`src/rtl/npc_ctrl_seq.sv`:
```
// npc_ctrl_seq: multi-cycle FETCH/DECODE/EXEC/MEM/WB control sequencer for the NPC core.
// Define NPC_BUS_TIMEOUT_EN to build the bus wait counter that halts on a stalled fetch or memory access.
module npc_ctrl_seq #(
    parameter int unsigned TIMEOUT_CYCLES = 255
) (
    input  logic        clk,
    input  logic        rst_n,
    input  logic        start,
    output logic        ifu_req,
    input  logic        ifu_rvalid,
    input  logic [31:0] ifu_rdata,
    output logic [31:0] ir,
    output logic        lsu_req,
    output logic        lsu_wen,
    input  logic        lsu_done,
    output logic        rf_wen,
    output logic        pc_wen,
    output logic        halted,
    output logic [1:0]  trap_code,
    output logic [31:0] instret,
    output logic [2:0]  state
);

    localparam int unsigned XLEN   = 32;
    localparam int unsigned OP_W   = 7;
    localparam int unsigned TRAP_W = 2;

    typedef enum logic [2:0] {
        S_IDLE   = 3'd0,
        S_FETCH  = 3'd1,
        S_DECODE = 3'd2,
        S_EXEC   = 3'd3,
        S_MEM    = 3'd4,
        S_WB     = 3'd5,
        S_HALT   = 3'd6
    } state_e;

    localparam logic [OP_W-1:0] OP_LUI    = 7'b0110111;
    localparam logic [OP_W-1:0] OP_AUIPC  = 7'b0010111;
    localparam logic [OP_W-1:0] OP_JAL    = 7'b1101111;
    localparam logic [OP_W-1:0] OP_JALR   = 7'b1100111;
    localparam logic [OP_W-1:0] OP_BRANCH = 7'b1100011;
    localparam logic [OP_W-1:0] OP_LOAD   = 7'b0000011;
    localparam logic [OP_W-1:0] OP_STORE  = 7'b0100011;
    localparam logic [OP_W-1:0] OP_IMM    = 7'b0010011;
    localparam logic [OP_W-1:0] OP_REG    = 7'b0110011;

    localparam logic [XLEN-1:0]   EBREAK_WORD  = 32'h0010_0073;
    localparam logic [TRAP_W-1:0] TRAP_NONE    = 2'd0;
    localparam logic [TRAP_W-1:0] TRAP_EBREAK  = 2'd1;
    localparam logic [TRAP_W-1:0] TRAP_ILLEGAL = 2'd2;
    localparam logic [TRAP_W-1:0] TRAP_TIMEOUT = 2'd3;

    if (TIMEOUT_CYCLES < 1 || TIMEOUT_CYCLES > 65535) begin : g_bad_timeout
        $error("npc_ctrl_seq: TIMEOUT_CYCLES must be in 1..65535");
    end

    state_e            state_q, state_d;
    logic [XLEN-1:0]   ir_q, ir_d;
    logic [XLEN-1:0]   instret_q, instret_d;
    logic [TRAP_W-1:0] trap_q, trap_d;
    logic              halted_q, halted_d;
    logic              ifu_req_q, ifu_req_d;
    logic              lsu_req_q, lsu_req_d;
    logic              lsu_wen_q, lsu_wen_d;
    logic              rf_wen_q, rf_wen_d;
    logic              pc_wen_q, pc_wen_d;

    logic [OP_W-1:0]   opcode_c;
    logic              supported_c;
    logic              is_mem_c;
    logic              is_store_c;
    logic              no_rf_write_c;
    logic              timeout_c;

    // Opcode classification of the latched instruction
    assign opcode_c      = ir_q[OP_W-1:0];
    assign is_store_c    = (opcode_c == OP_STORE);
    assign is_mem_c      = (opcode_c == OP_LOAD) || is_store_c;
    assign no_rf_write_c = (opcode_c == OP_BRANCH) || is_store_c;

    always_comb begin
        supported_c = 1'b0;
        case (opcode_c)
            OP_LUI, OP_AUIPC, OP_JAL, OP_JALR, OP_BRANCH,
            OP_LOAD, OP_STORE, OP_IMM, OP_REG: supported_c = 1'b1;
            default:                           supported_c = 1'b0;
        endcase
    end

`ifdef NPC_BUS_TIMEOUT_EN
    localparam int unsigned WAIT_W = 16;
    localparam logic [WAIT_W-1:0] WAIT_LIMIT = WAIT_W'(TIMEOUT_CYCLES - 1);

    logic [WAIT_W-1:0] wait_q, wait_d;
    logic              waiting_c;

    // Counts stalled cycles; any cycle that is not a stall (including leaving) clears it
    assign waiting_c = ((state_q == S_FETCH) && !ifu_rvalid) || ((state_q == S_MEM) && !lsu_done);
    assign wait_d    = waiting_c ? wait_q + WAIT_W'(1) : '0;
    assign timeout_c = waiting_c && (wait_q == WAIT_LIMIT);

    always_ff @(posedge clk or negedge rst_n) begin
        if (!rst_n) begin
            wait_q <= '0;
        end else begin
            wait_q <= wait_d;
        end
    end
`else
    assign timeout_c = 1'b0;
`endif

    // Next state, instruction latch, trap reason and next registered outputs
    always_comb begin
        state_d   = state_q;
        ir_d      = ir_q;
        trap_d    = trap_q;
        instret_d = instret_q;

        case (state_q)
            S_IDLE: begin
                if (start) begin
                    state_d = S_FETCH;
                end
            end
            S_FETCH: begin
                if (ifu_rvalid) begin
                    ir_d    = ifu_rdata;
                    state_d = S_DECODE;
                end else if (timeout_c) begin
                    trap_d  = TRAP_TIMEOUT;
                    state_d = S_HALT;
                end
            end
            S_DECODE: begin
                if (ir_q == EBREAK_WORD) begin
                    trap_d  = TRAP_EBREAK;
                    state_d = S_HALT;
                end else if (!supported_c) begin
                    trap_d  = TRAP_ILLEGAL;
                    state_d = S_HALT;
                end else begin
                    state_d = S_EXEC;
                end
            end
            S_EXEC: begin
                state_d = is_mem_c ? S_MEM : S_WB;
            end
            S_MEM: begin
                if (lsu_done) begin
                    state_d = S_WB;
                end else if (timeout_c) begin
                    trap_d  = TRAP_TIMEOUT;
                    state_d = S_HALT;
                end
            end
            S_WB: begin
                instret_d = instret_q + XLEN'(1);
                state_d   = S_FETCH;
            end
            S_HALT: begin
                state_d = S_HALT;
            end
            default: begin
                state_d = S_IDLE;
            end
        endcase

        // Outputs are registered decodes of the state being entered
        ifu_req_d = (state_d == S_FETCH);
        lsu_req_d = (state_d == S_MEM);
        lsu_wen_d = (state_d == S_MEM) && is_store_c;
        pc_wen_d  = (state_d == S_WB);
        rf_wen_d  = (state_d == S_WB) && !no_rf_write_c;
        halted_d  = (state_d == S_HALT);
    end

    always_ff @(posedge clk or negedge rst_n) begin
        if (!rst_n) begin
            state_q   <= S_IDLE;
            ir_q      <= '0;
            instret_q <= '0;
            trap_q    <= TRAP_NONE;
            halted_q  <= 1'b0;
            ifu_req_q <= 1'b0;
            lsu_req_q <= 1'b0;
            lsu_wen_q <= 1'b0;
            rf_wen_q  <= 1'b0;
            pc_wen_q  <= 1'b0;
        end else begin
            state_q   <= state_d;
            ir_q      <= ir_d;
            instret_q <= instret_d;
            trap_q    <= trap_d;
            halted_q  <= halted_d;
            ifu_req_q <= ifu_req_d;
            lsu_req_q <= lsu_req_d;
            lsu_wen_q <= lsu_wen_d;
            rf_wen_q  <= rf_wen_d;
            pc_wen_q  <= pc_wen_d;
        end
    end

    assign state     = state_q;
    assign ir        = ir_q;
    assign instret   = instret_q;
    assign trap_code = trap_q;
    assign halted    = halted_q;
    assign ifu_req   = ifu_req_q;
    assign lsu_req   = lsu_req_q;
    assign lsu_wen   = lsu_wen_q;
    assign rf_wen    = rf_wen_q;
    assign pc_wen    = pc_wen_q;

endmodule

```
`config.mk`:
```
export PLATFORM = sky130hd
export DESIGN_NAME = npc_ctrl_seq
export DESIGN_NICKNAME = d
export VERILOG_FILES = /design/src/rtl/npc_ctrl_seq.sv
export SDC_FILE = /design/constraint.sdc
export NUM_CORES = 1
export LEC_CHECK = 0
export CAP_MARGIN = 10
export CORE_MARGIN = 1
export CORE_UTILIZATION = 45
export DETAILED_ROUTE_END_ITERATION = 12
export DONT_BUFFER_PORTS = 1
export SLEW_MARGIN = 20
export SYNTH_ARGS = -nofsm -noshare
export SYNTH_HDL_FRONTEND = slang
export SYNTH_SLANG_ARGS = --single-unit
```
`constraint.sdc`:
```
create_clock -name clk -period 4.3 [get_ports clk]
set_input_delay 0.86 -clock clk [delete_from_list [all_inputs] [get_ports clk]]
set_output_delay 0.86 -clock clk [all_outputs]
set_load 0.02 [all_outputs]
```
== Word-level counts from Yosys, hierarchy flattened ==
Cells that the tools add are included.

* Bits in registers: 75
* Input bits: 37
* Output and inout port bits: 75
* Logic and storage cells: 51

* Add/sub/neg operators: 1
* Equal/unequal tests: 21
* Mux-type cells: 10
* Reductions and logical operators: 9

{| class="wikitable"
|+ Operator list
! cell !! number
|-
| $add 32x1->32 const B || 1
|-
| $eq 32x21->1 const B || 1
|-
| $eq 7x6->1 const B || 3
|-
| $eq 7x7->1 const B || 3
|-
| $pmux 3 s7 || 1
|-
| $eq 3x3->1 const B || 6
|-
| $mux 3 || 5
|-
| $eq 7x5->1 const B || 2
|-
| $reduce_or 9->1 || 1
|-
| $eq 7x2->1 const B || 1
|-
| $eq 3x1->1 const B || 2
|-
| $eq 3x2->1 const B || 2
|-
| $mux 2 || 2
|-
| $reduce_and 2->1 || 2
|-
| $logic_not 3->1 || 1
|-
| $logic_and 1x1->1 || 2
|-
| $logic_or 1x1->1 || 2
|-
| $mux 1 || 2
|-
| $ne 2x1->1 const B || 1
|-
| $logic_not 1->1 || 1
|}

== Longest topological paths before layout ==
* Word-level depth: 8
* Depth in mapped cells: 6
* Depth with buffers taken out: 6

== Least setup slack after synthesis ==
No wires, ideal clock.

* Path kind: input port to flip-flop
* Start point: input port ifu_rvalid
* End point: register ir_q[10], in the netlist ir[10]
* Data arrival time: 1.760 ns
* Data required time: 4.175 ns
* Setup slack: 2.415 ns
* Cell stages on the path: 4
* Cells stage by stage: nand2b_1 nor2_1 buf_2 mux2_2

* Longest elaborated chain between the ends: 1

{| class="wikitable"
|+ RTL lines
! item !! RTL line !! text
|-
| start, declared || 10 || <nowiki>input logic ifu_rvalid,</nowiki>
|-
| $reduce_and 2->1 (no line) || -- ||
|-
| end signal, assigned || 193 || <nowiki>ir_q <= ir_d;</nowiki>
|-
| end, declared || 59 || <nowiki>logic [XLEN-1:0] ir_q, ir_d;</nowiki>
|}

Every way passes these cells.
A chain may end at the register's enable or synchronous reset.

== Worst setup path after layout ==
* Start point: register state_q[0], in the netlist state[0]
* End point: register ir_q[7], in the netlist ir[7]

* Longest elaborated chain between the ends: 2

{| class="wikitable"
|+ RTL lines
! item !! RTL line !! text
|-
| start, declared || 58 || <nowiki>state_e state_q, state_d;</nowiki>
|-
| start signal, assigned || 192 || <nowiki>state_q <= state_d;</nowiki>
|-
| $eq 3x1->1 || 121 || <nowiki>case (state_q)</nowiki>
|-
| $reduce_and 2->1 (no line) || -- ||
|}

Every way passes these cells.

==> impl_metrics.csv <==
group,metric,value,unit
run_status,status,"completed",
cells_and_area,final_net_count,294,
logic_synthesis,synth_ff_type,"dfrtp_1",
worst_setup_path,required,4.52,ns
timing,hold_viol,0,
power_and_ir_drop,intPower,1.56,mW
clock_tree,clk_latency,0.33,ns
power_and_ir_drop,seqPwrFrac,57.2,%
cells_and_area,area_growth,10.6,%
worst_setup_path,critPathKind,"reg2reg",
clock_tree,h-tree-depth,3,
timing,slew_viol_final,0,
cells_and_area,drive_gt1_share,23.4,%
floorplanning,die_area,7570,um2
worst_setup_path,cp_top_family,"simple AND/OR/NAND/NOR gates",
power_and_ir_drop,switchingPower,936,uW
worst_setup_path,critPathCaptureType,"flip-flop",
worst_setup_path,cp_data_arrival_time,2.55,ns
placed_design,io_buffers,0,
placed_design,dp.cells,341,
flow_run,drv_cap,0,
power_and_ir_drop,pwr-share-clk,25.8,%
logic_synthesis,avgSynthCellArea,13.0,um2
worst_setup_path,cp.depth,3,
clock_tree,ctsLongestPathBuffers,2,
cells_and_area,antenna_cells,0,
logic_synthesis,synthCells,250,
logic_synthesis,ys_ff_latch,75,
timing,timing.setup.tns,0,ns
min_path,hold_class,"in2async",
timing,rsz0062_at_grt,"no",
clock_tree,cts-resized-gates,0,
drt,wl_per_cell,17.9,um
worst_setup_path,cp.buffers_inverters,0,
drt,finalWirelength,6390,um
drt,via_count,2004,
worst_setup_path,worst-r2r-setup-slack,1.96,ns
worst_setup_path,cpMaxStageDelayCell,"dfrtp_1",
timing,layout_min_cycle_time,2.34,ns
worst_setup_path,r2r_cells,3,
timing,final-setup-viol-count,0,
power_and_ir_drop,ir_drop,0.000358,V
placed_design,hpwlAfterDp,4460,um
timing,fin_skew,0.00727,ns
clock_tree,cts_buffers,9,
clock_tree,path_clk_slew,0.08,ns
global_routing,grt_use_total,18.2,%
power_and_ir_drop,leakagePower,1.56,nW
logic_synthesis,ys_async_sr_fraction,100,%
timing,finalCritPeriodShare,54.4,%
floorplanning,core_area,6870,um2
logic_synthesis,seq_area_frac_synth,57.7,%
logic_synthesis,yosysUniqueCellTypes,45,
drt,drt-pass1-iter-count,4,
cells_and_area,layout_common_cells,"dfrtp_1, mux2_2, xnor2_1",
floorplanning,std_cell_rows,30,
worst_setup_path,cp_slowest_stage_delay,0.76,ns
global_routing,antenna_found_initial,0,
floorplanning,die_w,87.0,um
global_routing,grt_pass1_vias,2069,
cells_and_area,layout_commonest_cell,"dfrtp_1",
power_and_ir_drop,p_comb_share,16.9,%
drt,final_antenna_net_count,0,
power_and_ir_drop,power_switching_share,37.4,%
clock_tree,cts_tree,"yes",
floorplanning,pin_count,112,
floorplanning,start_util,47.3,%
floorplanning,die_h,87.0,um
worst_setup_path,path_cells,"nand2b_1, nor2_4, mux2_2",
logic_synthesis,yosysWarnings,0,
timing,worst_slew_pin_slew,0.900,ns
timing,relSlewSlack,39.8,%
clock_tree,cts-root-buf,"clkbuf_8",
power_and_ir_drop,power_density,695,nW/um2
worst_setup_path,r2r-end,"ir[7]",
global_routing,grt_first_pass_wirelength,10400,um
logic_synthesis,synth-edff-count,0,
clock_tree,numClockSinks,75,
placed_design,gp_congestion,0.688,
worst_setup_path,timing.rr.start,"state[0]",
timing,fmax,427,MHz
worst_setup_path,cp-start-kind,"flip-flop",
clock_tree,hold_buffers,0,
drt,drc,0,
cells_and_area,fin_cells,357,
drt,viasPerCell,5.61,
logic_synthesis,syn-num-nets,288,
clock_tree,postCtsSetupRepairBufs,0,
logic_synthesis,syn_area,3250,um2
drt,drt_iter0_drc,71,
worst_setup_path,critPathMaxFanout,33,
global_routing,grt_max_degree,76,
global_routing,grt_overflow,0,
-- synthesized netlist by cell type (2+ instances only) --
| cell | n | area, um2 |
|---|---|---|
| nor3_1 | 3 | 15.0 |
| nand4_1 | 15 | 93.8 |
| buf_2 | 5 | 25.0 |
| xnor2_1 | 25 | 219 |
| mux2_2 | 33 | 372 |
| nand3_1 | 12 | 60.1 |
| nor2_2 | 2 | 12.5 |
| nor4_4 | 2 | 42.5 |
| nand2_1 | 10 | 37.5 |
| nor2_1 | 12 | 45.0 |
| and3_1 | 3 | 18.8 |
| nor4b_1 | 3 | 26.3 |
| o21ai_0 | 2 | 10.0 |
| dfrtp_1 | 75 | 1880 |
| inv_1 | 5 | 18.8 |
| xor2_1 | 6 | 52.6 |
| o21a_1 | 3 | 22.5 |
| nand2b_1 | 4 | 25.0 |
| nor4_1 | 4 | 25.0 |
-- worst reg2reg max path, cell delays in order (launching register included) --
cell      delay [ns]
dfrtp_1         0.76
nand2b_1        0.27
nor2_4          0.76
mux2_2          0.44
-- sequential cells by signal, summed over array words and instances, names as in the netlist --
| name | cells |
|---|---|
| halted | 1 |
| ifu_req | 1 |
| instret | 32 |
| ir | 32 |
| lsu_req | 1 |
| lsu_wen | 1 |
| pc_wen | 1 |
| rf_wen | 1 |
| state | 3 |
| trap_code | 2 |
-- how the worst max path moves through the flow --
stage,from,endpoint,slack (ns)
after detailed placement,state[0],ir[7],1.95
after global placement,state[0],ir[19],1.95
after CTS,state[0],ir[7],1.93
after global routing,state[0],ir[4],1.74
after floorplan,ifu_rvalid,ir[10],2.42
final,state[0],ir[7],1.96
-- per-stage QoR --
| step | total power, mW | hold slack (ns) | cell area [um2] | worst slack, ns | util (%) |
|---|---|---|---|---|---|
| 2_1_floorplan | 1.74 | 0.564 | 3250 | 2.42 | - |
| 3_3_place_gp | 1.86 | 0.566 | 3350 | 1.95 | 48.8 |
| 3_5_place_dp | 1.88 | 0.566 | 3350 | 1.95 | 48.8 |
| 4_1_cts | 2.54 | 0.187 | 3600 | 1.93 | 52.3 |
| 5_1_grt | 2.64 | 0.175 | 3600 | 1.74 | 52.3 |
| 6_report | 2.50 | 0.211 | 3600 | 1.96 | 52.3 |
-- kinds of logic (layout without fill, tap and decap cells) --
group                    Yosys count  count (layout)  synth area share [%]
multiplexers                      33              33                  11.4
adder cells (fa/ha/maj)            1               1                 0.385
buffers and inverters             10              21                  1.35
AND/OR/NAND/NOR                   85              85                  17.1
XOR/XNOR                          31              31                  8.35
AO/OA/AOI/OAI                     15              15                  3.69
flip-flops                        75              75                  57.7
-- power by group through the flow --
stage,Clock (mW),Sequential [mW],Combinational [mW]
finish,0.646,1.43,0.423
global route,0.698,1.47,0.472
CTS,0.668,1.44,0.432
detailed placement,0,1.45,0.429
global placement,0,1.44,0.417
floorplan,0,1.35,0.396
-- per-layer routing --
metal / GRT usage [%] / wire length [um] / vias up
met5: 0 / 0 / -
met4: 7.73 / 80 / 0
met3: 8.91 / 634 / 7
met2: 28.5 / 3040 / 81
met1: 21.4 / 2630 / 996
li1: - / - / 920
-- final cells by class --
type / instances / area (um2)
sequential: 75 / 1880
clock inverter: 5 / 100
fill: 632 / 3270
clock buffer: 11 / 141
inverter: 5 / 18.8
multi-input combinational: 165 / 1340
tap: 96 / 120
Note: power is estimated with default switching activity, not from simulation.
